File: src/rtl/host_if_mux.sv
// Host channel initiator: round-robin arbitration of per-core 64-bit requests onto
// one host request register, and routing of host responses back to the owning core.
module host_if_mux #(
    parameter int unsigned nCores = 1,
    localparam int unsigned IDW = (nCores > 1) ? $clog2(nCores) : 1
) (
    input  logic                   clk,
    input  logic                   rstn,
    input  logic [nCores-1:0]      core_req_valid,
    output logic [nCores-1:0]      core_req_ready,
    input  logic [nCores*64-1:0]   core_req_data,
    output logic [nCores-1:0]      core_resp_valid,
    input  logic [nCores-1:0]      core_resp_ready,
    output logic [63:0]            core_resp_data,
    output logic                   req_valid,
    input  logic                   req_ready,
    output logic [IDW-1:0]         req_id,
    output logic [63:0]            req,
    input  logic                   resp_valid,
    output logic                   resp_ready,
    input  logic [IDW-1:0]         resp_id,
    input  logic [63:0]            resp,
    output logic                   bad_id
);

    logic [IDW-1:0]    rr_ptr;
    logic              oreg_free;
    logic              grant_found;
    logic [IDW-1:0]    grant_idx;
    logic [IDW-1:0]    rr_next;
    logic [63:0]       grant_data;
    int unsigned       slot;

    logic [nCores-1:0] rbuf_v;
    logic [nCores-1:0] rbuf_next;
    logic [63:0]       rdata;
    logic              resp_xfer;
    logic              id_ok;

    // ---------------- request path ----------------
    assign oreg_free = !req_valid || req_ready;

    // Search rr_ptr, rr_ptr+1, ... with explicit wrap so non-power-of-2 counts work.
    always_comb begin
        grant_found = 1'b0;
        grant_idx   = '0;
        slot        = 0;
        for (int unsigned i = 0; i < nCores; i++) begin
            slot = 32'(rr_ptr) + i;
            if (slot >= nCores) begin
                slot = slot - nCores;
            end
            if (!grant_found && core_req_valid[IDW'(slot)]) begin
                grant_found = 1'b1;
                grant_idx   = IDW'(slot);
            end
        end
    end

    always_comb begin
        core_req_ready = '0;
        for (int unsigned i = 0; i < nCores; i++) begin
            core_req_ready[i] = oreg_free && grant_found && (grant_idx == IDW'(i));
        end
    end

    assign grant_data = core_req_data[64*int'(grant_idx) +: 64];
    assign rr_next    = (grant_idx == IDW'(nCores - 1)) ? '0 : grant_idx + 1'b1;

    always_ff @(posedge clk) begin
        if (!rstn) begin
            req_valid <= 1'b0;
            req_id    <= '0;
            req       <= '0;
            rr_ptr    <= '0;
        end else if (oreg_free) begin
            if (grant_found) begin
                req_valid <= 1'b1;
                req_id    <= grant_idx;
                req       <= grant_data;
                rr_ptr    <= rr_next;
            end else begin
                req_valid <= 1'b0;
            end
        end
    end

    // ---------------- response path ----------------
    // At most one entry is ever set, so "nothing left unconsumed" covers both cases.
    assign resp_ready = ((rbuf_v & ~core_resp_ready) == '0);
    assign resp_xfer  = resp_valid && resp_ready;
    assign id_ok      = (32'(resp_id) < nCores);

    always_comb begin
        rbuf_next = rbuf_v & ~core_resp_ready;
        for (int unsigned i = 0; i < nCores; i++) begin
            if (resp_xfer && id_ok && (resp_id == IDW'(i))) begin
                rbuf_next[i] = 1'b1;
            end
        end
    end

    always_ff @(posedge clk) begin
        if (!rstn) begin
            rbuf_v <= '0;
            rdata  <= '0;
            bad_id <= 1'b0;
        end else begin
            rbuf_v <= rbuf_next;
            if (resp_xfer && id_ok) begin
                rdata <= resp;
            end
            if (resp_xfer && !id_ok) begin
                bad_id <= 1'b1;
            end
        end
    end

    assign core_resp_valid = rbuf_v;
    assign core_resp_data  = rdata;

endmodule

File: config.mk
export PLATFORM = sky130hd
export DESIGN_NAME = host_if_mux
export DESIGN_NICKNAME = d
export VERILOG_FILES = /design/src/rtl/host_if_mux.sv
export SDC_FILE = /design/constraint.sdc
export NUM_CORES = 1
export LEC_CHECK = 0
export ABC_AREA = 1
export BUFFER_PORTS_ARGS = -buffer_cell sky130_fd_sc_hd__buf_2
export CAP_MARGIN = 30
export CORE_MARGIN = 2
export CORE_UTILIZATION = 47
export CTS_CLUSTER_SIZE = 20
export DETAILED_ROUTE_END_ITERATION = 10
export PLACE_DENSITY = 0.81
export SLEW_MARGIN = 20
export SYNTH_ARGS = -nofsm -noshare
export SYNTH_HDL_FRONTEND = slang
export SYNTH_SLANG_ARGS = --single-unit
File: constraint.sdc
create_clock -name clk -period 1.4 [get_ports clk]
set_clock_uncertainty 0.15 [all_clocks]
set_input_delay 0.42 -clock clk [delete_from_list [all_inputs] [get_ports clk]]
set_output_delay 0.42 -clock clk [all_outputs]
set_load 0.03 [all_outputs]
# == Word level (Yosys, flattened, before mapping) ==
# Cells that the tools add are included.
# op_classes
mux,7
n_lt_le_gt_ge,3
n_addsub,2
n_bitwise,5
shifts,1
reduce_logical,10
# ops
cell,count
variable part select 64 x 8 -> 64 bit,1
2-to-1 mux 1 bit,7
logical AND 1 bit,6
inverter 1 bit,4
logical NOT 1 bit,2
"less-than comparator 1 bit, second input constant",2
AND reduction 2 bit,1
"adder 1 bit, second input constant",1
bitwise AND 1 bit,1
">= comparator 1 bit, second input constant",1
logical OR 1 bit,1
"subtractor 1 bit, second input constant",1
# totals
regBits,133
input_bits,135
out_inout_bits,134
word_cells,35

# == Depth between registers and ports, before layout ==
# Gate-level depths: netlist of run 1.
# logic_depth
ltp_word,7
mapped_depth,8
mapped_depth_nobuf,6

# == Worst setup path after synthesis of run 1 ==
# OpenSTA, ideal clock, no wires.
# synth_path
kind,register to output
startpoint,register req_valid
endpoint,output core_req_ready
arrival_time_ns,0.928
stages_incl_launch_ff,5
slack_ns,-0.098
n_path_buf,1
required_ns,0.830
path_cell_list,dfxtp_1 -> nand2_1 -> nand2_1 -> inv_1 -> buf_2
# synth_between
elab_chain_cells,4
# synth_lines
item,line,source
start: declaration,15,"output logic req_valid,"
start signal: assignment,72,req_valid <= 1'b0;
start signal: assignment,78,req_valid <= 1'b1;
start signal: assignment,83,req_valid <= 1'b0;
logical NOT 1 bit,41,assign oreg_free = !req_valid || req_ready;
logical OR 1 bit,41,
logical AND 1 bit (2 in a row),63,core_req_ready[i] = oreg_free && grant_found && (grant_idx == IDW'(i));
end: declaration,10,"output logic [nCores-1:0] core_req_ready,"
# No other way between the ends.

# == Worst setup path in the final report of run 1 ==
# Ends and elaborated chain as after synthesis.

==> results of run 1 <==
[cell usage after synthesis (all sizes together)]
cell type	instances
o21ai	64
conb	1
nand2	133
a21oi	2
dfxtp	131
buf	46
nand3	2
clkbuf	11
nand4	64
inv	199
nor2	192
[power by group]
| group | internal [µW] | switching, µW | leakage (µW) |
|---|---|---|---|
| combinational | 1060 | 1400 | 0.00346 |
| clock | 3110 | 1610 | 0.000298 |
| sequential | 4070 | 206 | 0.00113 |
| total | 8240 | 3220 | 0.00489 |
[registers in the layout, summed over array words and instances, names as in the netlist]
register and count:
core_resp_data 64, bad_id 1, req_valid 1, req 64, core_resp_valid 1
[per-layer routing]
metal  vias to the layer above  GRT usage (%)  part of all wire, %
li1                       3041              -                    -
met2                       320           44.9                   50
met3                        52           8.82                  9.5
met1                      2786           28.2                   37
met4                         0           12.4                  3.3
met5                         -              0                    0
[cells by family (layout without fill, tap and decap cells)]
logic type / count (synthesis) / in the layout / share of synthesized area [%]
AOI/OAI and AO/OA: 66 / 66 / 5.80
buffers and inverters: 256 / 538 / 19.3
and+or+nand+nor: 391 / 391 / 28.8
DFF: 131 / 131 / 46.1
other: 1 / 1 / 0.0659
[worst min-delay path by stage]
stage,start,to,slack [ns],depth (start not counted)
after floorplan,req_valid,req_valid,0.39,2
after global placement,bad_id,bad_id,0.29,2
after detailed placement,bad_id,bad_id,0.29,2
after CTS,core_req_data[6],req[6],0.08,3
after global routing,core_req_data[28],req[28],0.09,3
final,core_req_data[40],req[40],0.1,3
[layout by cell type (no fill, tap or decap), types with 6 or more instances in the layout]
cell and n:
buf_4 29, inv_1 193, nand2_1 130, buf_2 133, nand4_1 64, o21ai_0 43, dfxtp_2 130, buf_12 8
o21ai_1 19, clkbuf_16 20, buf_6 134, inv_2 6, nor2_1 191
[area by class of cell]
| cell class | instances | area, µm² | area share (%) |
|---|---|---|---|
| multi-input cells | 458 | 2010 | 22.3 |
| clock inverters | 9 | 153 | 1.69 |
| flip-flops and latches | 131 | 2790 | 31.0 |
| inverters | 199 | 747 | 8.29 |
| clock buffers | 22 | 474 | 5.26 |
| repair buffers | 308 | 2660 | 29.5 |
| well taps | 147 | 184 | 2.04 |
[per-stage QoR]
step                instances  utilization (%)
floorplan                 845                -
global placement         1223             59.9
detailed placement       1223             59.9
CTS                      1261             74.1
global route             1274             75.6
finish                   1274             75.6
[worst register-to-register path, delay by kind of cell (launching register included)]
family	cells	cell delay, ns
flops	1	0.34
simple gates	4	0.45
buf+inv	3	0.36
[timing repair]
| action | 4_1_cts | 5_1_grt |
|---|---|---|
| buffers inserted | 7 | 11 |
| setup endpoints to repair | 133 | 212 |
| resized for setup | 398 | 9 |
| cloned | 0 | 3 |
| pin swaps | 3 | 1 |
==> impl_metrics.ini, run 1 <==
[detailed_routing]
detail-route-antenna-nets = 0
drt_wl_total_um = 18200
vias = 6199
drc = 0
dr.pass1.iters = 5
drtIter0Drc = 664
wl_per_cell_um = 14.3
vias_per_cell = 4.87

[cts]
postCtsHoldBufs = 0
clk_pin_slew_worst_paths_ns = 0.05
cts_buffers = 17
cts_root_buf = clkbuf_16
clk_latency_ns = 0.41
clock_path_buffers = 2
numClockSinks = 131
cts_tree = yes
htree_levels = 4

[worst_setup_path]
crit_chain = nand2_2 -> nand2_2 -> inv_2 -> buf_6
critical-path-max-stage-delay_ns = 0.34
path_class = reg2out
crit_path_frequent_cell = nand2_2
endpoint = core_req_ready
startpoint_type = flop
r2r-start = req_valid
rr_worst_depth = 7
crit_cells = 4
ff2ff_setup_slack_ns = -0.03
endpoint_kind = output port
worst-path-buf-inv = 2
crit_slowest_cell = dfxtp_2
setup.worst_path.start = req_valid
critical-path-top-delay-family = flip-flops
arrival_ns = 1.05
required_ns = 0.83
r2r_end = req[21]
crit_fanout = 2

[floorplanning]
ioPinCount = 269
die_w_um = 114
initial_utilization_pct = 47.8
rows = 40
die_height_um = 114
core_um2 = 11900
dieArea_um2 = 13000

[synthesis]
synth_top_area_cell = dfxtp_1
synthesis.instances = 845
synth_fp_nets = 980
syn_area_um2 = 5690
syn_area_per_cell_um2 = 6.73
yosysSeqAreaShare_pct = 46.1
ys.warnings.count = 0
ys_ff_latch = 131
synth.area.top_cells = dfxtp_1, inv_1, nor2_1
synth_top_area_share_pct = 46.1
synth_cell_type_count = 18

[timing]
setup_viol = 134
rsz0062_at_grt = yes
report.final.slew_viol_count = 0
timing.final.crit_share_pct = 116
finalHoldViolations = 0
period_needed_ns = 1.62
hold_slack_ns = 0.0970
setup_tns_ns = -6.21
max_freq_mhz = 616
setup_slack_ns = -0.224

[power_and_ir_drop]
p_total_uw = 11500
vdd_drop_max_uv = 1060
powerDensity_nw_per_um2 = 1270
p_leak_uw = 0.00489

[global_route]
grt.total_usage_pct = 25.9
grt_pass1_wl_um = 27000
grt.overflow.total = 0
first_global_vias = 5857
antenna_found_initial = 0
grt_max_degree = 65

[place]
dp_hpwl_um = 10400
dpl_cell_area_um2 = 7140
pre_cts_slack_ns = -0.112
gp_congestion = 0.808
portBuffers = 267

[hold_path]
hp-class = in2reg

[final_layout]
fill_cells = 758
syn2layout_area_growth_pct = 58.3
drive_above_1_share_pct = 42.7
final_area_um2 = 9010
antenna_cells = 0
final_nets = 1250

[run]
maxCapViolCount = 0

[status]
status = finished with violations
violations = negative setup slack
Note: power is estimated with default switching activity, not from simulation.
==> run 2: changes to the inputs <==
--- a/constraint.sdc
+++ b/constraint.sdc
@@ -4,2 +4,2 @@
 set_output_delay 0.42 -clock clk [all_outputs]
-set_load 0.03 [all_outputs]
+set_load 0.01 [all_outputs]
==> impl_metrics.ini, run 2 (synthesis results as in run 1) <==
[worst_setup_path]
crit_slowest_cell = dfxtp_2
arrival_ns = 1.05
worst-path-buf-inv = 2
required_ns = 0.83
crit_fanout = 2
critical-path-top-delay-family = flip-flops
endpoint_kind = output port
startpoint_type = flop
path_class = reg2out
crit_chain = nand2_2 -> nand2_4 -> inv_4 -> buf_6
critical-path-max-stage-delay_ns = 0.33

[cts]
htree_levels = 4
clk_pin_slew_worst_paths_ns = 0.06
cts_tree = yes
clk_latency_ns = 0.42
clock_path_buffers = 2
cts_buffers = 17
cts_root_buf = clkbuf_16
numClockSinks = 131

[power_and_ir_drop]
p_leak_uw = 0.00500
p_total_uw = 10800
vdd_drop_max_uv = 861
powerDensity_nw_per_um2 = 1180

[final_layout]
final_area_um2 = 9190
syn2layout_area_growth_pct = 61.5
layout_common_cells = inv_1, nor2_1, buf_6
layout_commonest_cell = inv_1
fill_cells = 746
final_nets = 1268
antenna_cells = 0
final_cells = 1293
drive_above_1_share_pct = 43.6

[detailed_routing]
drc = 0
drtIter0Drc = 718
vias = 6497
wl_per_cell_um = 15.7
detail-route-antenna-nets = 0
drt_wl_total_um = 20300
vias_per_cell = 5.02
dr.pass1.iters = 5

[status]
violations = negative setup slack
status = finished with violations

[timing]
period_needed_ns = 1.62
max_freq_mhz = 617
setup_viol = 136
timing.final.crit_share_pct = 116
rsz0062_at_grt = yes
finalHoldViolations = 0
setup_slack_ns = -0.222
setup_tns_ns = -3.70
report.final.slew_viol_count = 0

[floorplanning]
rows = 40
ioPinCount = 269
die_height_um = 114
initial_utilization_pct = 47.8
die_w_um = 114
dieArea_um2 = 13000
core_um2 = 11900

[place]
pre_cts_slack_ns = -0.112
dpl_cell_area_um2 = 7180
gp_congestion = 0.806
dp_hpwl_um = 10300
dp_cells = 1225
portBuffers = 267

[global_route]
grt.total_usage_pct = 26.9
first_global_vias = 5827
antenna_found_initial = 0
grt.overflow.total = 0
grt_max_degree = 67
grt_pass1_wl_um = 27600

[run]
maxCapViolCount = 0

[hold_path]
hp-class = in2reg
-- run 2: report_power, final --
part           internal (µW)  total, µW  switching (µW)
clock                   2710       4410            1700
sequential              4070       4290             212
combinational           1100       2140            1040
-- run 2: worst min-delay path, cell delays in order --
cell and delay (ns):
buf_2 0.07, o21ai_1 0.06, nor2_1 0.06
-- run 2: layout make-up --
type / instances / area, µm² / area share [%]
clock buffers: 20 / 457 / 4.97
clock inverters: 12 / 131 / 1.43
inverters: 199 / 749 / 8.15
multi-input cells: 458 / 2000 / 21.8
flip-flops and latches: 131 / 2790 / 30.3
well taps: 147 / 184 / 2.00
repair buffers: 326 / 2880 / 31.4
-- run 2: worst paths after layout --
kind	startpoint	endpoint	slack, ns	cells after the start
min	core_req_data[33]	req[33]	0.08	3
max	req_valid	core_req_ready	-0.22	4
max reg2reg	req_valid	req[46]	-0.02	7
min reg2reg	bad_id	bad_id	0.32	2
-- run 2: metrics by stage --
stage	util, %	hold slack, ns
final	77.2	0.0811
after global routing	77.2	0.0691
after CTS	73.9	0.0685
after detailed placement	60.3	0.286
after global placement	60.3	0.283
after floorplan	-	0.321
-- run 2: repair_timing --
action,4_1_cts,5_1_grt
cloned,0,9
setup endpoints to repair,133,194
resized for setup,268,13
pin swaps,3,2
buffers inserted,6,22
hold buffers,0,0
-- run 2: layer usage --
layer	wire length (µm)	vias up	track usage [%]	part of all wire [%]
met5	0	-	0	0
met4	944	0	12.8	4.6
met3	1880	79	8.82	9.3
met2	10300	379	47.7	51
met1	7200	2948	28.9	35
li1	-	3091	-	-
